--- src/rtl/memory_writeback.sv ---
// rtl/memory_writeback.sv - memory access and register-file write-back stage
// Purpose: consumes execute-stage results, runs loads/stores on a req/ack
//          data-memory bus and drives the register-file write port.
// Ports:   ms_clk/ms_rst          clock, async active-low reset
//          ms_i_*                 execute result (ce, flush, opcode, funct3, alu, rs2, rd, we_reg)
//          ms_o_stall             upstream hold while an access is outstanding
//          ms_o_mem_*/ms_i_mem_*  data-memory request/acknowledge bus
//          ms_o_we/addr_rd/data_rd register-file write port
//          ms_o_misaligned        misaligned-access pulse
// Config:  MISALIGN_CHECK_EN enables misaligned-access detection.
`ifndef OPCODE_WIDTH
`define OPCODE_WIDTH 11
`endif
`ifndef LOAD
`define LOAD 2
`endif
`ifndef STORE
`define STORE 3
`endif

module memory_writeback #(
    parameter int DWIDTH      = 32,
    parameter int AWIDTH      = 5,
    parameter int FUNCT_WIDTH = 3
) (
    input  logic                     ms_clk,
    input  logic                     ms_rst,
    input  logic                     ms_i_ce,
    input  logic                     ms_i_flush,
    input  logic [`OPCODE_WIDTH-1:0] ms_i_opcode,
    input  logic [FUNCT_WIDTH-1:0]   ms_i_funct3,
    input  logic [DWIDTH-1:0]        ms_i_alu_value,
    input  logic [DWIDTH-1:0]        ms_i_data_rs2,
    input  logic [AWIDTH-1:0]        ms_i_addr_rd,
    input  logic                     ms_i_we_reg,
    output logic                     ms_o_stall,
    output logic                     ms_o_mem_req,
    output logic                     ms_o_mem_we,
    output logic [DWIDTH-1:0]        ms_o_mem_addr,
    output logic [DWIDTH-1:0]        ms_o_mem_wdata,
    output logic [3:0]               ms_o_mem_wstrb,
    input  logic                     ms_i_mem_ack,
    input  logic [DWIDTH-1:0]        ms_i_mem_rdata,
    output logic                     ms_o_we,
    output logic [AWIDTH-1:0]        ms_o_addr_rd,
    output logic [DWIDTH-1:0]        ms_o_data_rd,
    output logic                     ms_o_misaligned
);

    typedef enum logic {IDLE = 1'b0, ACCESS = 1'b1} state_t;

    state_t                 state, state_nxt;
    logic                   accept, is_load, is_store, is_mem;
    logic                   size_byte, size_half, misaligned_in;
    logic [1:0]             lane;
    logic [DWIDTH-1:0]      wdata_nxt;
    logic [3:0]             wstrb_nxt;
    logic [FUNCT_WIDTH-1:0] funct3_q;
    logic [1:0]             lane_q;
    logic [AWIDTH-1:0]      rd_q;
    logic                   wb_en_q;
    logic [7:0]             byte_sel;
    logic [15:0]            half_sel;
    logic [DWIDTH-1:0]      load_data;
    logic                   unused_opcode_bits;

    assign unused_opcode_bits = ^ms_i_opcode;

    assign accept    = (state == IDLE) && ms_i_ce && !ms_i_flush;
    assign is_store  = ms_i_opcode[`STORE];
    assign is_load   = ms_i_opcode[`LOAD] && !is_store;
    assign is_mem    = is_load || is_store;
    assign lane      = ms_i_alu_value[1:0];
    assign size_byte = (ms_i_funct3[1:0] == 2'b00);
    assign size_half = (ms_i_funct3[1:0] == 2'b01);

`ifdef MISALIGN_CHECK_EN
    // Anything that is neither byte nor half is treated as a word access.
    assign misaligned_in = is_mem && ((size_half && lane[0]) ||
                                      (!size_byte && !size_half && (lane != 2'b00)));
`else
    assign misaligned_in = 1'b0;
`endif

    assign ms_o_stall   = (state == ACCESS);
    assign ms_o_mem_req = (state == ACCESS);

    always_comb begin
        wdata_nxt = ms_i_data_rs2;
        wstrb_nxt = 4'b1111;
        if (size_byte) begin
            wdata_nxt = {4{ms_i_data_rs2[7:0]}};
            wstrb_nxt = 4'b0001 << lane;
        end else if (size_half) begin
            wdata_nxt = {2{ms_i_data_rs2[15:0]}};
            wstrb_nxt = lane[1] ? 4'b1100 : 4'b0011;
        end
    end

    always_comb begin
        case (lane_q)
            2'd0:    byte_sel = ms_i_mem_rdata[7:0];
            2'd1:    byte_sel = ms_i_mem_rdata[15:8];
            2'd2:    byte_sel = ms_i_mem_rdata[23:16];
            default: byte_sel = ms_i_mem_rdata[31:24];
        endcase
        half_sel  = lane_q[1] ? ms_i_mem_rdata[31:16] : ms_i_mem_rdata[15:0];
        load_data = ms_i_mem_rdata;
        if (funct3_q[1:0] == 2'b00) begin
            load_data = {{24{!funct3_q[2] && byte_sel[7]}}, byte_sel};
        end else if (funct3_q[1:0] == 2'b01) begin
            load_data = {{16{!funct3_q[2] && half_sel[15]}}, half_sel};
        end
    end

    always_comb begin
        state_nxt = state;
        case (state)
            IDLE:    if (accept && is_mem && !misaligned_in) state_nxt = ACCESS;
            ACCESS:  if (ms_i_mem_ack) state_nxt = IDLE;
            default: state_nxt = IDLE;
        endcase
    end

    always_ff @(posedge ms_clk or negedge ms_rst) begin
        if (!ms_rst) state <= IDLE;
        else         state <= state_nxt;
    end

    always_ff @(posedge ms_clk or negedge ms_rst) begin
        if (!ms_rst) begin
            ms_o_mem_we     <= 1'b0;
            ms_o_mem_addr   <= '0;
            ms_o_mem_wdata  <= '0;
            ms_o_mem_wstrb  <= 4'b0000;
            ms_o_we         <= 1'b0;
            ms_o_addr_rd    <= '0;
            ms_o_data_rd    <= '0;
            ms_o_misaligned <= 1'b0;
            funct3_q        <= '0;
            lane_q          <= 2'b00;
            rd_q            <= '0;
            wb_en_q         <= 1'b0;
        end else begin
            ms_o_we         <= 1'b0;
            ms_o_misaligned <= 1'b0;
            if (accept) begin
                if (!is_mem) begin
                    ms_o_we      <= ms_i_we_reg && (ms_i_addr_rd != '0);
                    ms_o_addr_rd <= ms_i_addr_rd;
                    ms_o_data_rd <= ms_i_alu_value;
                end else if (misaligned_in) begin
                    ms_o_misaligned <= 1'b1;
                end else begin
                    ms_o_mem_we    <= is_store;
                    ms_o_mem_addr  <= {ms_i_alu_value[DWIDTH-1:2], 2'b00};
                    ms_o_mem_wdata <= is_store ? wdata_nxt : '0;
                    ms_o_mem_wstrb <= is_store ? wstrb_nxt : 4'b0000;
                    funct3_q       <= ms_i_funct3;
                    lane_q         <= lane;
                    rd_q           <= ms_i_addr_rd;
                    wb_en_q        <= is_load && ms_i_we_reg && (ms_i_addr_rd != '0);
                end
            end
            if (state == ACCESS) begin
                // A flush only cancels the write-back; the bus transfer runs to completion.
                if (ms_i_flush) wb_en_q <= 1'b0;
                if (ms_i_mem_ack && wb_en_q && !ms_i_flush) begin
                    ms_o_we      <= 1'b1;
                    ms_o_addr_rd <= rd_q;
                    ms_o_data_rd <= load_data;
                end
            end
        end
    end

endmodule

--- config.mk ---
export PLATFORM = sky130hd
export DESIGN_NAME = memory_writeback
export DESIGN_NICKNAME = d
export VERILOG_FILES = /design/src/rtl/memory_writeback.sv
export SDC_FILE = /design/constraint.sdc
export NUM_CORES = 1
export LEC_CHECK = 0
export BUFFER_PORTS_ARGS = -buffer_cell sky130_fd_sc_hd__clkbuf_2
export CORE_ASPECT_RATIO = 1.2
export CORE_UTILIZATION = 45
export CTS_CLUSTER_SIZE = 12
export DETAILED_ROUTE_END_ITERATION = 16
export PLACE_DENSITY_LB_ADDON = 0.08
export SLEW_MARGIN = 20
export SYNTH_ARGS = -nofsm -noshare
export SYNTH_HDL_FRONTEND = slang
export SYNTH_SLANG_ARGS = --single-unit
--- constraint.sdc ---
create_clock -name ms_clk -period 2.15 [get_ports ms_clk]
set_input_delay 0.43 -clock ms_clk [delete_from_list [all_inputs] [get_ports ms_clk]]
set_output_delay 0.43 -clock ms_clk [all_outputs]
set_load 0.005 [all_outputs]
==> results_dict.tcl, run 1 <==
set metrics [dict create \
    gr-usage-all-layers_pct 26.00 \
    r2r_start "lane_q[1]" \
    coreArea_mm2 0.01217 \
    synth_fa_ha_area_share_pct 0 \
    power_switching_mw 2.186 \
    place_hpwl_um 12000 \
    hp-start "ms_i_mem_ack" \
    dr.pass1.iters 5 \
    cp_data_arrival_time_ps 2230 \
    synth_warnings 0 \
    place_congestion 0.8333 \
    r2r_slack_ps 250 \
    finalWorstSetupSlack_ps 245.3 \
    tns_ps 0 \
    h-tree-depth 4 \
    area_delta_synth_final_pct 32.55 \
    cp-end-kind "flip-flop" \
    dr.first_iter.drc_count 226 \
    crit_path_max_fanout 14 \
    port_buffers 218 \
    place_ws_ps 248.2 \
    critPathLaunchType "flip-flop" \
    initial_core_util_pct 46.60 \
    intPower_mw 5.392 \
    fillCellCount 1044 \
    worstHoldPathType "in -> reg" \
    whs_path_depth 2 \
    synth_seq_cells 117 \
    maxSlewViolCount 0 \
    p_leak_nw 3.715 \
    synthCells 532 \
    fmax_mhz 525.0 \
    period_share_pct 88.59 \
    routed_wl_um 16320 \
    clockRootBuffer "clkbuf_16" \
    synth.distinct_cells 40 \
    cp_data_required_time_ps 2470 \
    drc 0 \
    critPathKind "reg -> reg" \
    synth_area_mm2 0.005669 \
    cts.sinks 117 \
    cts.repair.resized 0 \
    p_comb_share_pct 24.4 \
    drive_above_1_share_pct 41.29 \
    r2r-end "ms_o_data_rd[12]" \
    switching_share_pct 28.85 \
    die_h_um 125.0 \
    holdPathEnd "ms_o_mem_req" \
    cts_tree "yes" \
    pwr-share-seq_pct 40.2 \
    period_needed_ps 1905 \
    skew_ps 8.467 \
    io_pins 231 \
    reg2regPathDepth 4 \
    nNetsFinal 869 \
    rows 44 \
    via_count 5078 \
    tightest_slew_ps 1006 \
    synth-simple-area-share_pct 12.23 \
    clock_power_share_pct 35.3 \
    clockBufferDepth 2 \
    relSlewSlack_pct 32.79 \
    overflow 0 \
    setup_viol 0 \
    power_density_mw_per_mm2 1008 \
    numCtsBuffers 17 \
    status "finished clean" \
    rsz0062_at_grt "no" \
    synth_xor_area_share_pct 0 \
    seq_area_frac_synth_pct 51.64 \
    insertion_delay_ps 400 \
    dieArea_mm2 0.01305 \
    cap_violations 0 \
    antenna_found_initial 0 \
    fin_total_pwr_mw 7.578 \
    synth_compound_gate_area_share_pct 15.89 \
    hold_violations 0 \
    synth_top_family_by_area "multiplexers" \
    peakVddDrop_mv 0.4850 \
    die_w_um 104.5 \
    grt_pass1_vias 5143 \
    antennaDiodeCount 0 \
    wl_per_cell_um 17.76 \
    synthMuxAreaShare_pct 16.07 \
    final_cell_mix "clkbuf_2, nand2_1, dfrtp_1, mux2_2, a32oi_1" \
    synth.avg_cell_area_um2 10.66 \
    grt_pass1_wl_um 26390 \
    grt_max_degree 48 \
    final_common_cell "clkbuf_2" \
    viasPerCell 5.526 \
    drtAntennaViolNets 0 \
    clk_pin_slew_ps 50 \
]
## cell usage after synthesis
cell type,n,area share [%]
nand2_1,133,8.8
dfrtp_1,117,52
mux2_2,41,8.1
a32oi_1,32,4.9
o21ai_0,31,2.7
mux2i_1,25,4.4
a22o_1,22,3.4
clkbuf_1,19,1.3
nor2_1,19,1.3
a21oi_1,12,1.1
buf_2,12,1.1
a22oi_1,9,1.2
a221oi_1,7,1.1
buf_4,7,0.93
mux4_1,7,3.2
a31oi_1,6,0.66
inv_1,4,0.26
nor3_1,3,0.26
and2_1,2,0.22
buf_1,2,0.13
nor2b_1,2,0.22
or3_1,2,0.22
a222oi_1,1,0.18
a31o_2,1,0.15
and3b_1,1,0.15
buf_6,1,0.20
buf_8,1,0.26
conb_1,1,0.066
mux2_4,1,0.26
nand2b_1,1,0.11
nand3b_1,1,0.13
nor2_2,1,0.11
nor3b_1,1,0.13
nor3b_4,1,0.33
o21a_1,1,0.13
o21a_2,1,0.15
o21ai_1,1,0.088
o22ai_1,1,0.11
or2b_1,1,0.13
or3_2,1,0.13
## state kept, by name, indices dropped and copies added (netlist names)
| name | flops |
|---|---|
| rd_q | 5 |
| ms_o_data_rd | 32 |
| ms_o_addr_rd | 5 |
| wb_en_q | 1 |
| ms_o_mem_wdata | 32 |
| ms_o_we | 1 |
| lane_q | 2 |
| ms_o_mem_req | 1 |
| ms_o_mem_addr | 30 |
| funct3_q | 3 |
| ms_o_mem_wstrb | 4 |
| ms_o_mem_we | 1 |
## worst max path at each step
stage                             endpoint         start  slack, ps  cells after the start
after global routing      ms_o_data_rd[12]     lane_q[1]        130                      4
final                     ms_o_data_rd[12]     lane_q[1]        250                      4
after CTS                 ms_o_data_rd[12]     lane_q[1]        240                      4
after floorplan            ms_o_data_rd[7]     lane_q[0]        550                      5
after detailed placement  ms_o_data_rd[12]     lane_q[1]        250                      4
after global placement     ms_o_data_rd[3]  ms_o_mem_req        310                      4
## metal layers
layer	share of wire [%]	track usage, %
met2	50	44.29
met3	7.2	7.091
met5	0	0
met1	40	31.58
met4	2.2	9.244
## logic make-up (layout without fill, tap and decap cells)
| logic type | Yosys count | after routing |
|---|---|---|
| multiplexers | 74 | 74 |
| AO/OA/AOI/OAI | 125 | 125 |
| other | 1 | 3 |
| AND/OR/NAND/NOR | 169 | 169 |
| flip-flops | 117 | 117 |
| buffers and inverters | 46 | 270 |
## critical path: stages (launching register included)
cell	delay, ps
dfrtp_1	450
nor2b_1	830
a22o_1	240
a22oi_1	110
a32oi_1	180
## repair_timing
action,CTS,global route
hold buffers,1,0
endpoints found under the hold margin,10,0
setup buffers,0,0
## per-stage QoR
step | utilization (%) | instances | area [µm²] | hold WS [ps]
6_report | 61.76 | 919 | 7515 | 224.8
5_1_grt | 61.76 | 919 | 7515 | 209.6
4_1_cts | 61.76 | 919 | 7515 | 209.4
3_5_place_dp | 57.14 | 889 | 6952 | 299.1
3_3_place_gp | 57.14 | 889 | 6952 | 294.3
2_1_floorplan | - | 534 | 5677 | 134.4
## power groups by stage
| stage | Clock, mW | Sequential, mW | Combinational [mW] |
|---|---|---|---|
| floorplan | 0 | 3.07 | 0.934 |
| global placement | 0 | 3.06 | 1.83 |
| detailed placement | 0 | 3.08 | 1.87 |
| CTS | 2.72 | 3.05 | 1.88 |
| global route | 2.82 | 3.12 | 2.05 |
| finish | 2.68 | 3.05 | 1.85 |
## final cells by class
class	instances	area (µm²)	area share, %
Multi-Input combinational cell	371	2529	33.65
Tap cell	161	201.4	2.681
Inverter	4	15.01	0.1998
Timing Repair Buffer	237	1289	17.15
Clock buffer	19	442.9	5.894
Clock inverter	10	110.1	1.465
Sequential cell	117	2928	38.96
Power figures use the tool's default switching activity.
==> run 2, diff against run 1 <==
- MAX_ROUTING_LAYER: unset -> met4
- PLACE_DENSITY_LB_ADDON: 0.08 -> 0.15
==> results_dict.tcl, run 2 (synthesized netlist as in run 1, its figures left out) <==
set metrics [dict create \
    antennaDiodeCount 0 \
    r2r_slack_ps 170 \
    peakVddDrop_mv 0.4545 \
    place_congestion 0.8605 \
    wl_per_cell_um 18.37 \
    r2r_start "lane_q[1]" \
    multi_input_area_mm2 0.002530 \
    final_common_cell "clkbuf_2" \
    grt_pass1_wl_um 27210 \
    drc 0 \
    maxSlewViolCount 0 \
    fin_total_pwr_mw 7.674 \
    cp_data_required_time_ps 2390 \
    die_h_um 125.0 \
    fillCellCount 1035 \
    h-tree-depth 4 \
    port_buffers 218 \
    drtAntennaViolNets 0 \
    grt_max_degree 49 \
    critPathLaunchType "flip-flop" \
    cp.buffers_inverters 1 \
    critPathMaxStageDelay_ps 500 \
    cts_tree "yes" \
    insertion_delay_ps 410 \
    via_count 5121 \
    gr-usage-all-layers_pct 27.62 \
    viasPerCell 5.578 \
    final_util_pct 61.74 \
    final_cell_mix "clkbuf_2, nand2_1, dfrtp_1, mux2_2, a32oi_1" \
    area_delta_synth_final_pct 32.51 \
    status "finished with violations" \
    top_regs "ms_o_data_rd (32), ms_o_mem_wdata (32), ms_o_mem_addr (30)" \
    power_density_mw_per_mm2 1022 \
    crit_family "compound AO/OA/AOI/OAI gates" \
    period_needed_ps 1981 \
    cpMaxStageDelayCell "dfrtp_1" \
    fmax_mhz 504.8 \
    clockRootBuffer "clkbuf_16" \
    numCtsBuffers 17 \
    finalWorstSetupSlack_ps 168.9 \
    tns_ps 0 \
    crit_start "lane_q[1]" \
    seqCellArea_mm2 0.002928 \
    rsz0062_at_grt "no" \
    routed_wl_um 16870 \
    relSlewSlack_pct 60.51 \
    skew_ps 12.34 \
    initial_core_util_pct 46.60 \
    tightest_slew_ps 589.7 \
    overflow 0 \
    die_w_um 104.5 \
    cp_data_arrival_time_ps 2220 \
    critPathKind "reg -> reg" \
    clk_pin_slew_ps 50 \
    place_hpwl_um 12150 \
    io_pins 231 \
    grt_pass1_vias 5264 \
    setup_viol 0 \
    dieArea_mm2 0.01305 \
    ctsHoldBuffers 0 \
    cts.sinks 117 \
    worstHoldPathType "in -> async" \
    coreArea_mm2 0.01217 \
    whs_ps -5.907 \
    hold_violations 3 \
    p_leak_nw 3.722 \
    period_share_pct 92.14 \
    rows 44 \
    cp-end-kind "flip-flop" \
    cap_violations 0 \
    dr.first_iter.drc_count 244 \
    place_ws_ps 210.8 \
    dr.pass1.iters 5 \
    cp_cell_sequence "buf_4 -> nor3b_1 -> a222oi_1 -> o21a_2 -> a32oi_1" \
    failed_checks "negative hold slack" \
    clockBufferDepth 2 \
    drive_above_1_share_pct 41.08 \
    antenna_found_initial 0 \
    crit_path_max_fanout 16 \
    nNetsFinal 865 \
]
==> run 2: changes by cell type in the layout (fill, tap and decap cells not counted), sizes merged <==
cell	delta
clkinv	+2
dlygate4sd3	-1
clkinvlp	-2
clkbuf	+3
buf	-3
==> run 2: final timing paths <==
path                       depth (start not counted)                end
max                                                5   ms_o_data_rd[27]
min                                                1  ms_o_mem_addr[26]
max reg2reg                                        5   ms_o_data_rd[27]
min reg2reg                                        2  ms_o_mem_wstrb[1]
max in group asynchronous                          2  ms_o_mem_wstrb[0]
min in group ms_clk                                2       ms_o_mem_req
==> run 2: worst reg2reg max path, cell delays in order, from the launching register on <==
cell and delay [ps]:
dfrtp_1 500, buf_4 220, nor3b_1 150, a222oi_1 420, o21a_2 410, a32oi_1 130
==> run 2: metrics by stage <==
step | std cells | instance area (µm²)
floorplan | 534 | 5677
global placement | 886 | 6940
detailed placement | 886 | 6940
CTS | 918 | 7510
global route | 918 | 7512
finish | 918 | 7512
==> run 2: area by class of cell <==
| type | instances | area share [%] |
|---|---|---|
| well taps | 161 | 2.682 |
| inverters | 4 | 0.1999 |
| clock inverters | 10 | 1.399 |
| repair buffers | 233 | 16.89 |
| flip-flops and latches | 117 | 38.97 |
| multi-input cells | 371 | 33.68 |
| clock buffers | 22 | 6.179 |
==> run 2: what timing repair did <==
| item | in CTS | in global routing |
|---|---|---|
| setup endpoints to repair | 0 | 6 |
| buffers inserted | 0 | 0 |
| gates resized for setup | 0 | 1 |
==> run 2: where the power goes <==
part           internal, mW  switching [mW]
Combinational         0.963           0.916
Clock                  1.75           0.992
Sequential             2.73           0.318
==> run 2: layer usage <==
metal  wire length (µm)  up-vias  share of wire, %  track usage [%]
li1                   -     2353                 -                -
met1               6935     2498                41            34.08
met2               8622      248                51            45.38
met3               1043       22               6.2            6.048
met4                265        0               1.6            8.319
met5                  0        -                 0                -
